--- src/rtl/wrr_cfg_pkg.sv ---
// Shared types for the WRR config master: FSM states, response error codes, readback layout.
// VFY states exist only when WRR_CFG_VERIFY_EN is defined.
package wrr_cfg_pkg;

  localparam int unsigned WDATA_W = 9;
  localparam int unsigned RDBK_W  = 27;

  // Readback word layout {round, cfg_weight, counter}
  localparam int unsigned ROUND_MSB  = 26;
  localparam int unsigned ROUND_LSB  = 16;
  localparam int unsigned WEIGHT_MSB = 15;
  localparam int unsigned WEIGHT_LSB = 8;
  localparam int unsigned CNT_MSB    = 7;
  localparam int unsigned CNT_LSB    = 0;
  localparam int unsigned WEIGHT_W   = WEIGHT_MSB - WEIGHT_LSB + 1;

  localparam logic [1:0] ERR_OK      = 2'b00;
  localparam logic [1:0] ERR_TIMEOUT = 2'b01;
  localparam logic [1:0] ERR_VERIFY  = 2'b10;

  typedef enum logic [2:0] {
    ST_IDLE     = 3'd0,
    ST_ISSUE    = 3'd1,
    ST_WAIT_RSP = 3'd2,
    ST_RESP     = 3'd3
`ifdef WRR_CFG_VERIFY_EN
    ,
    ST_VFY_ISSUE = 3'd4,
    ST_VFY_WAIT  = 3'd5
`endif
  } state_e;

endpackage

--- src/rtl/wrr_cfg_master.sv ---
// Host-to-rank-calculator config master: one outstanding weight write or readback at a time.
// Optional write read-back verification is compiled in with WRR_CFG_VERIFY_EN.
module wrr_cfg_master
  import wrr_cfg_pkg::*;
#(
  parameter int unsigned TIMEOUT_CYC = 64,
  parameter int unsigned IDX_W       = 8
) (
  input  logic               clk_cp,
  input  logic               rst,
  input  logic               req_valid,
  output logic               req_ready,
  input  logic               req_write,
  input  logic [IDX_W-1:0]   req_index,
  input  logic [WDATA_W-1:0] req_wdata,
  output logic               wire_out_cpu_valid,
  output logic               wire_out_cpu_write_sig,
  output logic               wire_out_cpu_read_sig,
  output logic [IDX_W-1:0]   wire_out_cpu_index,
  output logic [WDATA_W-1:0] wire_out_cpu_config_write,
  input  logic               wire_in_cpu_valid,
  input  logic [IDX_W-1:0]   wire_in_cpu_index,
  input  logic [RDBK_W-1:0]  wire_in_cpu_val,
  output logic               rsp_valid,
  output logic [RDBK_W-1:0]  rsp_data,
  output logic [IDX_W-1:0]   rsp_index,
  output logic [1:0]         rsp_err
);

  localparam int unsigned     CNT_W    = (TIMEOUT_CYC > 1) ? $clog2(TIMEOUT_CYC) : 1;
  localparam logic [CNT_W-1:0] CNT_LAST = CNT_W'(TIMEOUT_CYC - 1);

  state_e              r_state, w_state_n;
  logic [CNT_W-1:0]    r_cnt, w_cnt_n;
  logic                r_write;
  logic [IDX_W-1:0]    r_index;
  logic [WDATA_W-1:0]  r_wdata;

  logic                w_accept, w_match, w_timeout;
  logic                w_req_ready_n, w_cpu_valid_n, w_cpu_write_n, w_cpu_read_n;
  logic                w_rsp_valid_n;
  logic [RDBK_W-1:0]   w_rsp_data_n;
  logic [1:0]          w_rsp_err_n;

  assign w_accept  = req_valid & req_ready;
  assign w_match   = wire_in_cpu_valid & (wire_in_cpu_index == r_index);
  assign w_timeout = (r_cnt == CNT_LAST);

  assign wire_out_cpu_index        = r_index;
  assign wire_out_cpu_config_write = r_wdata;
  assign rsp_index                 = r_index;

  always_ff @(posedge clk_cp or negedge rst) begin : p_state
    if (!rst) begin
      r_state <= ST_IDLE;
      r_cnt   <= '0;
    end else begin
      r_state <= w_state_n;
      r_cnt   <= w_cnt_n;
    end
  end

  // Next state, timeout counter and the next value of every registered output
  always_comb begin : p_next
    w_state_n     = r_state;
    w_cnt_n       = '0;
    w_rsp_data_n  = '0;
    w_rsp_err_n   = ERR_OK;
    w_cpu_valid_n = 1'b0;
    w_cpu_write_n = 1'b0;
    w_cpu_read_n  = 1'b0;

    case (r_state)
      ST_IDLE: begin
        if (w_accept) w_state_n = ST_ISSUE;
      end
      ST_ISSUE: begin
        if (r_write) begin
`ifdef WRR_CFG_VERIFY_EN
          w_state_n = ST_VFY_ISSUE;
`else
          w_state_n = ST_RESP;
`endif
        end else begin
          w_state_n = ST_WAIT_RSP;
        end
      end
      ST_WAIT_RSP: begin
        if (w_match) begin
          w_state_n    = ST_RESP;
          w_rsp_data_n = wire_in_cpu_val;
        end else if (w_timeout) begin
          w_state_n   = ST_RESP;
          w_rsp_err_n = ERR_TIMEOUT;
        end else begin
          w_cnt_n = r_cnt + CNT_W'(1);
        end
      end
      ST_RESP: begin
        w_state_n = ST_IDLE;
      end
`ifdef WRR_CFG_VERIFY_EN
      ST_VFY_ISSUE: begin
        w_state_n = ST_VFY_WAIT;
      end
      ST_VFY_WAIT: begin
        if (w_match) begin
          w_state_n    = ST_RESP;
          w_rsp_data_n = wire_in_cpu_val;
          if (wire_in_cpu_val[WEIGHT_MSB:WEIGHT_LSB] != r_wdata[WEIGHT_W-1:0])
            w_rsp_err_n = ERR_VERIFY;
        end else if (w_timeout) begin
          w_state_n   = ST_RESP;
          w_rsp_err_n = ERR_TIMEOUT;
        end else begin
          w_cnt_n = r_cnt + CNT_W'(1);
        end
      end
`endif
      default: begin
        w_state_n = ST_IDLE;
      end
    endcase

    // Command strobes are issued on entry to an issue state
    if (w_state_n == ST_ISSUE) begin
      w_cpu_valid_n = 1'b1;
      w_cpu_write_n = req_write;
      w_cpu_read_n  = ~req_write;
    end
`ifdef WRR_CFG_VERIFY_EN
    if (w_state_n == ST_VFY_ISSUE) begin
      w_cpu_valid_n = 1'b1;
      w_cpu_read_n  = 1'b1;
    end
`endif
    w_req_ready_n = (w_state_n == ST_IDLE);
    w_rsp_valid_n = (w_state_n == ST_RESP);
  end

  always_ff @(posedge clk_cp or negedge rst) begin : p_txn
    if (!rst) begin
      r_write <= 1'b0;
      r_index <= '0;
      r_wdata <= '0;
    end else if (w_accept) begin
      r_write <= req_write;
      r_index <= req_index;
      r_wdata <= req_wdata;
    end
  end

  always_ff @(posedge clk_cp or negedge rst) begin : p_out
    if (!rst) begin
      req_ready              <= 1'b0;
      wire_out_cpu_valid     <= 1'b0;
      wire_out_cpu_write_sig <= 1'b0;
      wire_out_cpu_read_sig  <= 1'b0;
      rsp_valid              <= 1'b0;
      rsp_data               <= '0;
      rsp_err                <= ERR_OK;
    end else begin
      req_ready              <= w_req_ready_n;
      wire_out_cpu_valid     <= w_cpu_valid_n;
      wire_out_cpu_write_sig <= w_cpu_write_n;
      wire_out_cpu_read_sig  <= w_cpu_read_n;
      rsp_valid              <= w_rsp_valid_n;
      rsp_data               <= w_rsp_data_n;
      rsp_err                <= w_rsp_err_n;
    end
  end

endmodule

--- config.mk ---
export PLATFORM = sky130hd
export DESIGN_NAME = wrr_cfg_master
export DESIGN_NICKNAME = d
export VERILOG_FILES = /design/src/rtl/wrr_cfg_pkg.sv /design/src/rtl/wrr_cfg_master.sv
export SDC_FILE = /design/constraint.sdc
export NUM_CORES = 1
export LEC_CHECK = 0
export ABC_AREA = 1
export BUFFER_PORTS_ARGS = -buffer_cell sky130_fd_sc_hd__clkbuf_2
export CORE_ASPECT_RATIO = 1.1
export CORE_MARGIN = 2
export CORE_UTILIZATION = 35
export DETAILED_ROUTE_END_ITERATION = 6
export PLACE_DENSITY = 0.68
export SLEW_MARGIN = 0
export SYNTH_ARGS = -nofsm -noshare
export SYNTH_HDL_FRONTEND = slang
export SYNTH_SLANG_ARGS = --single-unit
--- constraint.sdc ---
create_clock -name clk_cp -period 3.7 [get_ports clk_cp]
set_input_delay 0.37 -clock clk_cp [delete_from_list [all_inputs] [get_ports clk_cp]]
set_output_delay 0.37 -clock clk_cp [all_outputs]
set_load 0.01 [all_outputs]
---- Yosys cells after proc, flatten, opt, wreduce, memory -nomap -nowiden ----
Cells that the tools add are included.
Widths: inputs -> output; s select.
cells by class
  multiplexer cells ....................... 16
  bitwise logic cells ..................... 3
  reduce and logical (&&, ||, !) cells .... 2
  add/subtract/negate cells ............... 1
  equality and inequality tests ........... 6
operator list
  cell                 number
  $mux 27              2
  $mux 6               3
  $mux 3               3
  $pmux 3 s3           1
  $eq 8x8->1           1
  $mux 1               7
  $add 6x1->6 const B  1
  $eq 3x1->1 const B   2
  $eq 3x2->1 const B   2
  $eq 6x6->1 const B   1
  $logic_not 3->1      2
  $and 1x1->1          2
  $not 1->1            1
storage, ports and cells
  flip-flop bits (word level) ............. 61
  output and inout port bits .............. 59
  input bits .............................. 57
  word-level logic and storage cells ...... 40

---- Depth between registers and ports, before layout ----
Gate-level depths: netlist of the first run.
  depth after elaboration ................. 6
  gate-level depth with buffers ........... 11
  depth with buffers taken out ............ 10

---- Least setup slack after synthesis of the first run ----
Ideal clock, no wire load.
  path type ............................... flip-flop to flip-flop
  from .................................... register r_index[0], in the netlist rsp_index[0]
  to ...................................... register r_state[0]
  clock period less this slack ............ 1.341 ns
  stages on the path, launching flop included .. 12
  data arrival time ....................... 1.222 ns
  buffers on the path ..................... 1
  library setup time ...................... 0.120 ns
  path slack .............................. 2.359 ns
  path through ............................ dfrtp_1 inv_2 nand2_1 nand2_1 nor2_1 nand2_1 nor2_2 nand2_2 clkinv_2 nand2_4 buf_12 nand2_2
on the way
  word-level cells in the longest chain between the ends .. 4
ends and longest elaborated chain
  element                 line                   source
  from (decl)             wrr_cfg_master.sv:36   logic [IDX_W-1:0] r_index;
  from (signal assigned)  wrr_cfg_master.sv:148  r_index <= req_index;
  $eq 8x8->1              wrr_cfg_master.sv:46   assign w_match = wire_in_cpu_valid & (wire_in_cpu_index == r_index);
  $and 1x1->1             wrr_cfg_master.sv:46
  $mux 3                  wrr_cfg_master.sv:89   if (w_match) begin
  $pmux 3 s3              wrr_cfg_master.sv:73   case (r_state)
  named net w_state_n[0]  wrr_cfg_master.sv:33   state_e r_state, w_state_n;
  to (signal assigned)    wrr_cfg_master.sv:58   r_state <= w_state_n;
  to (decl)               wrr_cfg_master.sv:33
The timed path passes the listed nets, and every way through them passes these cells.
A chain may end at the register's enable or synchronous reset.

---- Worst setup path after layout of the first run ----
  from .................................... register r_index[6], in the netlist rsp_index[6]
  to ...................................... register rsp_data[3]
on the way
  word-level cells in the longest chain between the ends .. 4
ends and longest elaborated chain
  element                    line                   source
  $eq 8x8->1                 wrr_cfg_master.sv:46
  $and 1x1->1                wrr_cfg_master.sv:46
  $mux 27                    wrr_cfg_master.sv:89
  $mux 27                    wrr_cfg_master.sv:73
  named net w_rsp_data_n[3]  wrr_cfg_master.sv:42   logic [RDBK_W-1:0] w_rsp_data_n;
  to (signal assigned)       wrr_cfg_master.sv:168  rsp_data <= w_rsp_data_n;
  to (decl)                  wrr_cfg_master.sv:25   output logic [RDBK_W-1:0] rsp_data,
The timed path passes the listed nets, and every way through them passes these cells.

==> flow_metrics.py, run 1 <==
metrics = {
    "routing": {
        "post_drt_via_cell_ratio": 4.12,
        "antenna_left": 0,
        "wl_per_cell_um": 10.9,
        "drc_errors": 0,
        "vias": 1887,
        "drt-total-wl_um": 4970,
        "firstDrtPassIters": 4,
        "drtIter0Drc": 147,
    },
    "placement": {
        "io_buffers": 114,
        "routabilityCongestion": 0.720,
        "dp.cells": 442,
        "place_worst_setup_slack_ns": 1.95,
        "dp_hpwl_um": 3740,
        "dpl-instance-area_um2": 3180,
    },
    "setup_path": {
        "crit_fanout": 28,
        "r2r_start": "rsp_index[6]$_DFFE_PN0P_",
        "critPathArrivalTime_ns": 1.92,
        "cp.required_ns": 3.95,
        "end_kind": "register",
        "reg2regPathDepth": 7,
        "startpoint_type": "register",
        "path_class": "reg -> reg",
        "r2r_end": "rsp_data[3]$_DFF_PN0_",
        "r2r_setup_slack_ns": 2.03,
    },
    "sta": {
        "fin_setup_tns_ns": 0,
        "rsz0062_at_grt": "no",
        "fmaxAchievable_mhz": 599,
        "skew_ns": 0.00740,
        "final.period_utilization_pct": 45.1,
        "worst_slew_pin_slew_ns": 0.908,
        "slew_violations": 0,
        "fin_hold_ws_ns": 0.136,
        "finalSetupViolations": 0,
        "setup_ws_ns": 2.03,
        "timing.slew.headroom_pct": 39.4,
        "hold_viol": 0,
        "period_needed_ns": 1.67,
    },
    "final_layout": {
        "utilization_pct": 45.8,
        "n_antenna_cell": 0,
        "drive_gt1_share_pct": 45.6,
        "nFillCells": 731,
        "area_growth_pct": 29.2,
        "stdcell_count": 458,
        "nNetsFinal": 424,
        "fin_area_um2": 3370,
    },
    "power": {
        "power.share.clock_pct": 30.9,
        "combPwrFrac_pct": 23.5,
        "irDropWorstVdd_mv": 0.259,
        "p_int_mw": 1.21,
        "p_sw_mw": 0.545,
        "p_leak_nw": 1.96,
        "p_sw_share_pct": 31.0,
        "seqPwrFrac_pct": 45.6,
        "p_total_mw": 1.76,
        "p_per_area_nw_per_um2": 522,
    },
    "flow_run": {
        "max-cap-violations": 0,
    },
    "global_routing": {
        "track_usage_pct": 13.1,
        "grt_pass1_wl_um": 8230,
        "first_global_vias": 1884,
        "grt_max_degree": 35,
        "grt_remaining_overflow": 0,
        "grt_antenna_before_repair": 0,
    },
    "clock_network": {
        "cts_max_level": 3,
        "cts_setup_buffers": 0,
        "clockRootBuffer": "clkbuf_8",
        "clk_pin_slew_ns": 0.07,
        "post_cts_resized": 0,
        "cts_made_buffers": 9,
        "hold_buffers": 0,
        "cts_tree": "built",
        "cts.path.max_buffers": 2,
        "clk_latency_ns": 0.33,
        "clock_sinks": 60,
    },
    "floorplanning": {
        "core-area_um2": 7350,
        "die_area_um2": 8150,
        "chipWidth_um": 86.3,
        "pin_count": 116,
        "fp-row-count": 33,
        "start_util_pct": 35.5,
        "die_h_um": 94.5,
    },
    "synth": {
        "synth_top_cell_area_share_pct": 57.6,
        "syn_area_per_cell_um2": 10.3,
        "yosys-mux-area-fraction_pct": 4.32,
        "synth_area_leader_cell": "dfrtp_1",
        "synth_top_family_by_area": "simple AND/OR/NAND/NOR gates",
        "yosysWarnings": 0,
        "synth_area_leaders": "dfrtp_1 (58%), nor2_4 (8.2%), inv_1 (6.8%)",
        "netlist_area_um2": 2610,
        "synth_seq_cells": 60,
        "synth.distinct_cells": 27,
        "synth_compound_area_share_pct": 1.82,
        "yosysSeqAreaShare_pct": 57.6,
        "synth_fa_ha_area_share_pct": 0.480,
        "synthSimpleGateAreaFrac_pct": 21.3,
        "synth-xor-area-share_pct": 2.35,
        "syn_inst": 252,
    },
    "worst_hold_path": {
        "min_path_type": "in -> async",
    },
    "status": {
        "outcome": "finished clean",
    },
}
==> cell usage in the layout (no fill, tap or decap), types with 4 or more instances in the layout <==
master / Yosys / layout
nand2_1: 30 / 30
xnor2_1: 4 / 4
inv_1: 47 / 47
nor2_1: 33 / 33
nor2_4: 19 / 19
clkbuf_2: 0 / 114
mux2_2: 10 / 10
clkinv_2: 1 / 4
nand3_1: 6 / 6
a21oi_1: 7 / 7
nand4_1: 4 / 4
inv_2: 4 / 4
clkbuf_8: 0 / 12
dfrtp_1: 60 / 60
==> worst max-delay path, cell delays in order (launching register included) <==
cell and delay, ns:
dfrtp_1 0.41, xnor2_1 0.24, nand3_1 0.10, nor2_1 0.13, nand2_2 0.08, clkinv_2 0.07, nand2_4 0.33, nor2_1 0.21
==> synth_stat cells, drive strengths merged <==
library cell and count:
xor2 3, clkinv 1, buf 12, nor3 1
a21oi 7, o21ai 1, nand2 33, nand4 4
clkbuf 1, ha 1, nor2 53, nand3b 1
dfrtp 60, o211ai 1, inv 51, nand3 6
mux2 10, conb 1, and3 1, xnor2 4
==> registers in the layout, indices dropped and copies added, names as in the netlist <==
register / cells
r_write: 1
r_state: 3
wire_out_cpu_valid: 1
req_ready: 1
rsp_index: 8
rsp_valid: 1
r_cnt: 6
rsp_err: 1
rsp_data: 27
wire_out_cpu_write_sig: 1
wire_out_cpu_config_write: 9
wire_out_cpu_read_sig: 1
==> area by class of cell <==
class                   count  area [um^2]  area share (%)
clock buffers              12          165            4.90
inverters                  52          196            5.83
repair buffers            115          578            17.2
flip-flops and latches     60         1500            44.6
multi-input cells         128          796            23.6
well taps                  87          109            3.23
clock inverters             4         22.5           0.669
==> power groups by stage <==
stage | registers [mW] | clock network [mW] | logic, mW
detailed placement | 0.816 | 0 | 0.419
global placement | 0.813 | 0 | 0.412
floorplan | 0.843 | 0 | 0.244
global route | 0.816 | 0.590 | 0.465
finish | 0.802 | 0.545 | 0.413
CTS | 0.804 | 0.566 | 0.420
==> cell families (layout without fill, tap and decap cells) <==
family / Yosys count / count (layout)
and+or+nand+nor: 99 / 99
DFF: 60 / 60
AOI/OAI and AO/OA: 9 / 9
muxes: 10 / 10
other: 1 / 2
xor gates and xnor gates: 7 / 7
adders and majority gates: 1 / 1
buffers and inverters: 65 / 183
==> layer usage <==
metal  routed length (um)  global-route usage [%]
met1                 2190                    16.4
met2                 2290                    20.1
met3                  390                    5.07
met4                  102                    6.25
met5                    0                       0
==> how the worst max path moves through the flow <==
stage                                   from                                        to  slack, ns  cells after the start
floorplan           rsp_index[0]$_DFFE_PN0P_                      r_state[0]$_DFF_PN0_       2.36                     11
global placement                   req_valid  wire_out_cpu_config_write[6]$_DFFE_PN0P_       2.00                      3
detailed placement      wire_in_cpu_index[6]                     rsp_data[3]$_DFF_PN0_       1.95                      8
CTS                 rsp_index[6]$_DFFE_PN0P_                     rsp_data[3]$_DFF_PN0_       1.99                      7
global route        rsp_index[5]$_DFFE_PN0P_                     rsp_data[2]$_DFF_PN0_       1.82                     10
finish              rsp_index[6]$_DFFE_PN0P_                     rsp_data[3]$_DFF_PN0_       2.03                      7
No activity file was read; power rests on OpenSTA's default activity.
==> run 2: changes to the inputs <==
PLACE_DENSITY = 0.71   (was 0.68)
clock period = 1.4 ns   (was 3.7 ns; I/O delays follow)
==> run 2 against run 1 <==
Register-to-register slack worse by 2.0 ns. Setup slack worse by 2.0 ns. Non-clock buffer count is 24 higher. Highest routed layer unchanged. Sequential power grew to 2.6 times the previous value. Design area is 11% higher. Clock power grew to 3.2 times the previous value. Via count is 7.2% higher. Die area stayed put. Critical path depth is 3 higher. Clock skew is 0.0038 ns higher. Global-route usage is 1.1 points higher.
==> flow_metrics.py, run 2 (same netlist as run 1, synthesis figures left out) <==
metrics = {
    "status": {
        "outcome": "finished clean",
    },
    "global_routing": {
        "track_usage_pct": 14.2,
        "grt_antenna_before_repair": 0,
        "grt_use_met2_pct": 25.1,
        "grtUsageMet3_pct": 3.85,
        "grt_pass1_wl_um": 8810,
        "grt_remaining_overflow": 0,
        "grt_use_met1_pct": 15.7,
        "grt_max_degree": 61,
        "first_global_vias": 2007,
        "busiest_layer": "met2",
    },
    "floorplanning": {
        "fp-row-count": 33,
        "die_area_um2": 8150,
        "start_util_pct": 35.5,
        "die_h_um": 94.5,
        "core-area_um2": 7350,
        "pin_count": 116,
        "chipWidth_um": 86.3,
    },
    "routing": {
        "post_drt_via_cell_ratio": 4.20,
        "firstDrtPassIters": 4,
        "drtIter0Drc": 71,
        "drc_errors": 0,
        "antenna_left": 0,
        "wl_per_cell_um": 11.5,
        "drt-total-wl_um": 5540,
        "vias": 2022,
    },
    "placement": {
        "io_buffers": 114,
        "routabilityCongestion": 0.763,
        "dp_hpwl_um": 3870,
        "place_worst_setup_slack_ns": -0.0140,
    },
    "setup_path": {
        "critPathArrivalTime_ns": 1.64,
        "max_stage_delay_ns": 0.41,
        "r2r_start": "rsp_index[7]$_DFFE_PN0P_",
        "path_buf_inv": 2,
        "r2r_setup_slack_ns": 0.03,
        "reg2regPathDepth": 10,
        "cp.required_ns": 1.67,
        "r2r_end": "rsp_data[6]$_DFF_PN0_",
        "cp_top_family": "simple AND/OR/NAND/NOR gates",
        "cp_slowest_cell": "dfrtp_1",
        "crit_chain": "nand2_1 > nand2_2 > nor2_1 > nand2_1 > nor2_2 > nand2_2 > inv_4 > nand2_8 > buf_8 > nor2_2",
        "path_class": "reg -> reg",
        "crit_fanout": 8,
        "startpoint_type": "register",
        "end_kind": "register",
    },
    "power": {
        "p_total_mw": 5.16,
        "p_leak_nw": 2.08,
        "p_per_area_nw_per_um2": 1390,
        "irDropWorstVdd_mv": 0.671,
    },
    "sta": {
        "slew_violations": 0,
        "finalSetupViolations": 0,
        "fin_setup_tns_ns": 0,
        "skew_ns": 0.0112,
        "period_needed_ns": 1.37,
        "fmaxAchievable_mhz": 729,
        "setup_ws_ns": 0.0274,
        "rsz0062_at_grt": "yes",
        "final.period_utilization_pct": 98.0,
        "hold_viol": 0,
    },
    "final_layout": {
        "drive_gt1_share_pct": 50.9,
        "mostFrequentLayoutCells": "clkbuf_2 (114), dfrtp_1 (60), inv_1 (45)",
        "n_antenna_cell": 0,
        "final_common_cell": "clkbuf_2",
        "largest_reg_flops": 27,
        "top_register": "rsp_data",
        "area_growth_pct": 42.9,
        "nNetsFinal": 448,
    },
    "clock_network": {
        "clock_sinks": 60,
        "cts_tree": "built",
        "clockRootBuffer": "clkbuf_8",
        "cts_made_buffers": 9,
        "clk_latency_ns": 0.34,
        "cts.path.max_buffers": 2,
        "cts_max_level": 3,
        "clk_pin_slew_ns": 0.08,
    },
    "worst_hold_path": {
        "hold_start": "req_index[6]",
        "worstHoldPathCells": 2,
        "min_path_type": "in -> reg",
        "worstHoldEndpoint": "rsp_index[6]$_DFFE_PN0P_",
    },
    "flow_run": {
        "max-cap-violations": 0,
    },
}
==> run 2: report_power, final <==
group	switching [mW]	internal, mW
sequential	0.149	1.95
clock	0.701	1.05
combinational	0.690	0.622
==> run 2: cell type report <==
type	count	area (um^2)
repair buffers	139	841
flip-flops and latches	60	1500
clock inverters	6	87.6
inverters	52	198
well taps	87	109
fillers	692	3630
clock buffers	10	138
multi-input cells	128	850
==> run 2: layer usage <==
layer	wire, um	vias up
met5	0	-
met1	2160	931
met4	119	0
met2	2900	68
met3	371	13
li1	-	1010
==> run 2: stage by stage <==
| step | instance area (um^2) | hold slack (ns) | utilization (%) | instances |
|---|---|---|---|---|
| floorplan | 2610 | -0.156 | - | 253 |
| CTS | 3640 | 0.0112 | 49.6 | 477 |
| finish | 3720 | 0.0274 | 50.7 | 482 |
| detailed placement | 3280 | 0.178 | 44.7 | 449 |
| global route | 3720 | 0.0147 | 50.7 | 482 |
| global placement | 3280 | 0.173 | 44.7 | 449 |
==> run 2: worst max path at each step <==
stage | end | slack (ns) | depth (start not counted) | startpoint
detailed placement | rsp_data[6]$_DFF_PN0_ | -0.01 | 11 | rsp_index[5]$_DFFE_PN0P_
global placement | rsp_data[2]$_DFF_PN0_ | 0.02 | 8 | rsp_index[6]$_DFFE_PN0P_
finish | rsp_data[6]$_DFF_PN0_ | 0.03 | 10 | rsp_index[7]$_DFFE_PN0P_
CTS | rsp_data[18]$_DFF_PN0_ | 0.004 | 10 | rsp_index[7]$_DFFE_PN0P_
global route | rsp_data[20]$_DFF_PN0_ | -0.07 | 11 | rsp_index[3]$_DFFE_PN0P_
floorplan | r_state[0]$_DFF_PN0_ | 0.06 | 11 | rsp_index[0]$_DFFE_PN0P_
==> run 2: worst reg2reg max path: cells and delay by family, from the launching register on <==
kind	cells	cell delay (ns)
AND/OR/NAND/NOR	8	0.64
flip-flops	1	0.41
buffers and inverters	2	0.24
==> run 2: timing repair <==
item,in CTS,in global routing
setup endpoints to repair,19,33
pin swaps,1,1
hold buffers,10,0
endpoints found under the hold margin,69,0
buffers inserted,2,5
gates resized for setup,3,19
==> run 3: changes to the inputs <==
GPL_TIMING_DRIVEN = 0   (was unset)
MAX_ROUTING_LAYER = met4   (was unset)
==> run 3 against run 2 <==
The run now ends with negative setup slack left. Critical path depth fell by 2. Flip-flop and latch count did not move. Power rose by 5.1%. First-iteration DRC count down 11%. Maximum frequency decreased by 2.0%. Critical endpoint is now rsp_data[4]$_DFF_PN0_. Largest cell class unchanged.
==> flow_metrics.py, run 3 (same netlist as run 1, synthesis figures left out) <==
metrics = {
    "status": {
        "outcome": "finished, violations left",
        "violations": "negative setup slack",
    },
    "global_routing": {
        "grt_use_met1_pct": 15.7,
        "grt_max_degree": 61,
        "track_usage_pct": 15.4,
        "first_global_vias": 2119,
        "grt_use_met2_pct": 27.5,
        "grt_antenna_before_repair": 0,
        "grt_remaining_overflow": 0,
        "busiest_layer": "met2",
        "grt_pass1_wl_um": 9330,
        "grtUsageMet3_pct": 4.98,
    },
    "setup_path": {
        "cp_top_family": "simple AND/OR/NAND/NOR gates",
        "path_buf_inv": 2,
        "crit_fanout": 5,
        "max_stage_delay_ns": 0.42,
        "crit_chain": "xnor2_2 > nand3_1 > nor2_1 > nand2_2 > clkinv_4 > nand2_8 > buf_4 > nor2_2",
        "critPathArrivalTime_ns": 1.66,
        "reg2regPathDepth": 8,
        "startpoint_type": "register",
        "cp_slowest_cell": "dfrtp_1",
        "r2r_start": "rsp_index[6]$_DFFE_PN0P_",
        "path_class": "reg -> reg",
        "cp.required_ns": 1.66,
        "end_kind": "register",
        "r2r_setup_slack_ns": -0.0003,
        "r2r_end": "rsp_data[4]$_DFF_PN0_",
    },
    "placement": {
        "dpl-instance-area_um2": 3290,
        "io_buffers": 114,
        "routabilityCongestion": 0.809,
        "place_worst_setup_slack_ns": -0.118,
        "dp_hpwl_um": 3970,
    },
    "worst_hold_path": {
        "worstHoldPathCells": 3,
        "worstHoldEndpoint": "rsp_data[7]$_DFF_PN0_",
        "min_path_type": "in -> reg",
        "hold_start": "wire_in_cpu_val[7]",
    },
    "final_layout": {
        "n_antenna_cell": 0,
        "drive_gt1_share_pct": 50.6,
        "fin_area_um2": 3840,
        "mostFrequentLayoutCells": "clkbuf_2 (114), dfrtp_1 (59), inv_1 (45)",
        "nNetsFinal": 458,
        "largest_reg_flops": 27,
        "area_growth_pct": 47.3,
        "final_common_cell": "clkbuf_2",
        "top_register": "rsp_data",
    },
    "clock_network": {
        "cts.path.max_buffers": 2,
        "cts_made_buffers": 9,
        "cts_tree": "built",
        "clockRootBuffer": "clkbuf_8",
        "clock_sinks": 60,
        "clk_pin_slew_ns": 0.08,
        "clk_latency_ns": 0.34,
        "cts_max_level": 3,
    },
    "power": {
        "irDropWorstVdd_mv": 0.652,
        "p_per_area_nw_per_um2": 1410,
        "p_leak_nw": 2.16,
    },
    "routing": {
        "wl_per_cell_um": 11.8,
        "vias": 2096,
        "drt-total-wl_um": 5790,
        "post_drt_via_cell_ratio": 4.26,
        "drtIter0Drc": 63,
        "drc_errors": 0,
        "firstDrtPassIters": 4,
        "antenna_left": 0,
    },
    "sta": {
        "period_needed_ns": 1.40,
        "slew_violations": 0,
        "worst_slew_pin_slew_ns": 0.797,
        "timing.slew.headroom_pct": 46.8,
        "fin_setup_tns_ns": -0.000258,
        "hold_viol": 0,
        "fmaxAchievable_mhz": 714,
        "final.period_utilization_pct": 100,
        "rsz0062_at_grt": "yes",
        "skew_ns": 0.0107,
        "setup_ws_ns": -0.000258,
        "finalSetupViolations": 1,
    },
    "floorplanning": {
        "core-area_um2": 7350,
        "chipWidth_um": 86.3,
        "pin_count": 116,
        "fp-row-count": 33,
        "start_util_pct": 35.5,
        "die_h_um": 94.5,
        "die_area_um2": 8150,
    },
    "flow_run": {
        "max-cap-violations": 0,
    },
}
## run 3: cell count changes in the layout (fill, tap and decap cells not counted), moves of 3 or more
cell and change:
buf_4 +7, nor2_2 -7, nor2_1 +6, clkinv_4 +3
nand2_2 -3
## run 3: worst max path at each step
| stage | cells after the start | slack [ns] | startpoint | end |
|---|---|---|---|---|
| finish | 8 | -0.0003 | rsp_index[6]$_DFFE_PN0P_ | rsp_data[4]$_DFF_PN0_ |
| global route | 11 | -0.11 | rsp_index[7]$_DFFE_PN0P_ | rsp_data[4]$_DFF_PN0_ |
| CTS | 11 | -0.02 | rsp_index[5]$_DFFE_PN0P_ | rsp_data[23]$_DFF_PN0_ |
| detailed placement | 3 | -0.12 | req_ready$_DFF_PN0_ | wire_out_cpu_config_write[7]$_DFFE_PN0P_ |
| global placement | 1 | -0.11 | rst | rsp_err[0]$_DFF_PN0_ |
| floorplan | 11 | 0.06 | rsp_index[0]$_DFFE_PN0P_ | r_state[0]$_DFF_PN0_ |
## run 3: cell type report
type	instances	area, um^2
buffer	13	120
clock buffer	9	124
clock inverter	7	124
fill	688	3510
inverter	52	204
multi-input combinational	129	856
sequential	60	1500
tap	87	109
timing repair buffer	135	800
## run 3: worst min-delay path: stages
cell and delay, ns:
clkbuf_2 0.08, inv_1 0.08, nor2_4 0.04
## run 3: routing by layer
layer  wire length, um  part of all wire, %
met5                 0                    0
met4                68                  1.2
met3               352                  6.1
met2              3110                   54
met1              2260                   39
## run 3: per-stage QoR
stage / instances / hold WS [ns] / total power, mW / util [%]
2_1_floorplan: 253 / -0.156 / 2.87 / -
3_3_place_gp: 454 / 0.327 / 3.35 / 44.8
3_5_place_dp: 454 / 0.316 / 3.39 / 44.8
4_1_cts: 488 / 0.0102 / 5.42 / 51.3
5_1_grt: 492 / 0.0155 / 5.74 / 52.2
6_report: 492 / 0.0288 / 5.43 / 52.2
## run 3: where the power goes
part / total (mW) / internal [mW] / switching (mW)
logic: 1.39 / 0.686 / 0.702
registers: 2.12 / 1.95 / 0.168
clock network: 1.92 / 1.19 / 0.722
## run 3: timing repair
item,CTS,global route
resized for setup,8,14
hold buffers,10,0
pin swaps,1,3
setup endpoints to repair,32,42
hold endpoints to repair,69,0
buffers inserted,5,4
cloned,3,0
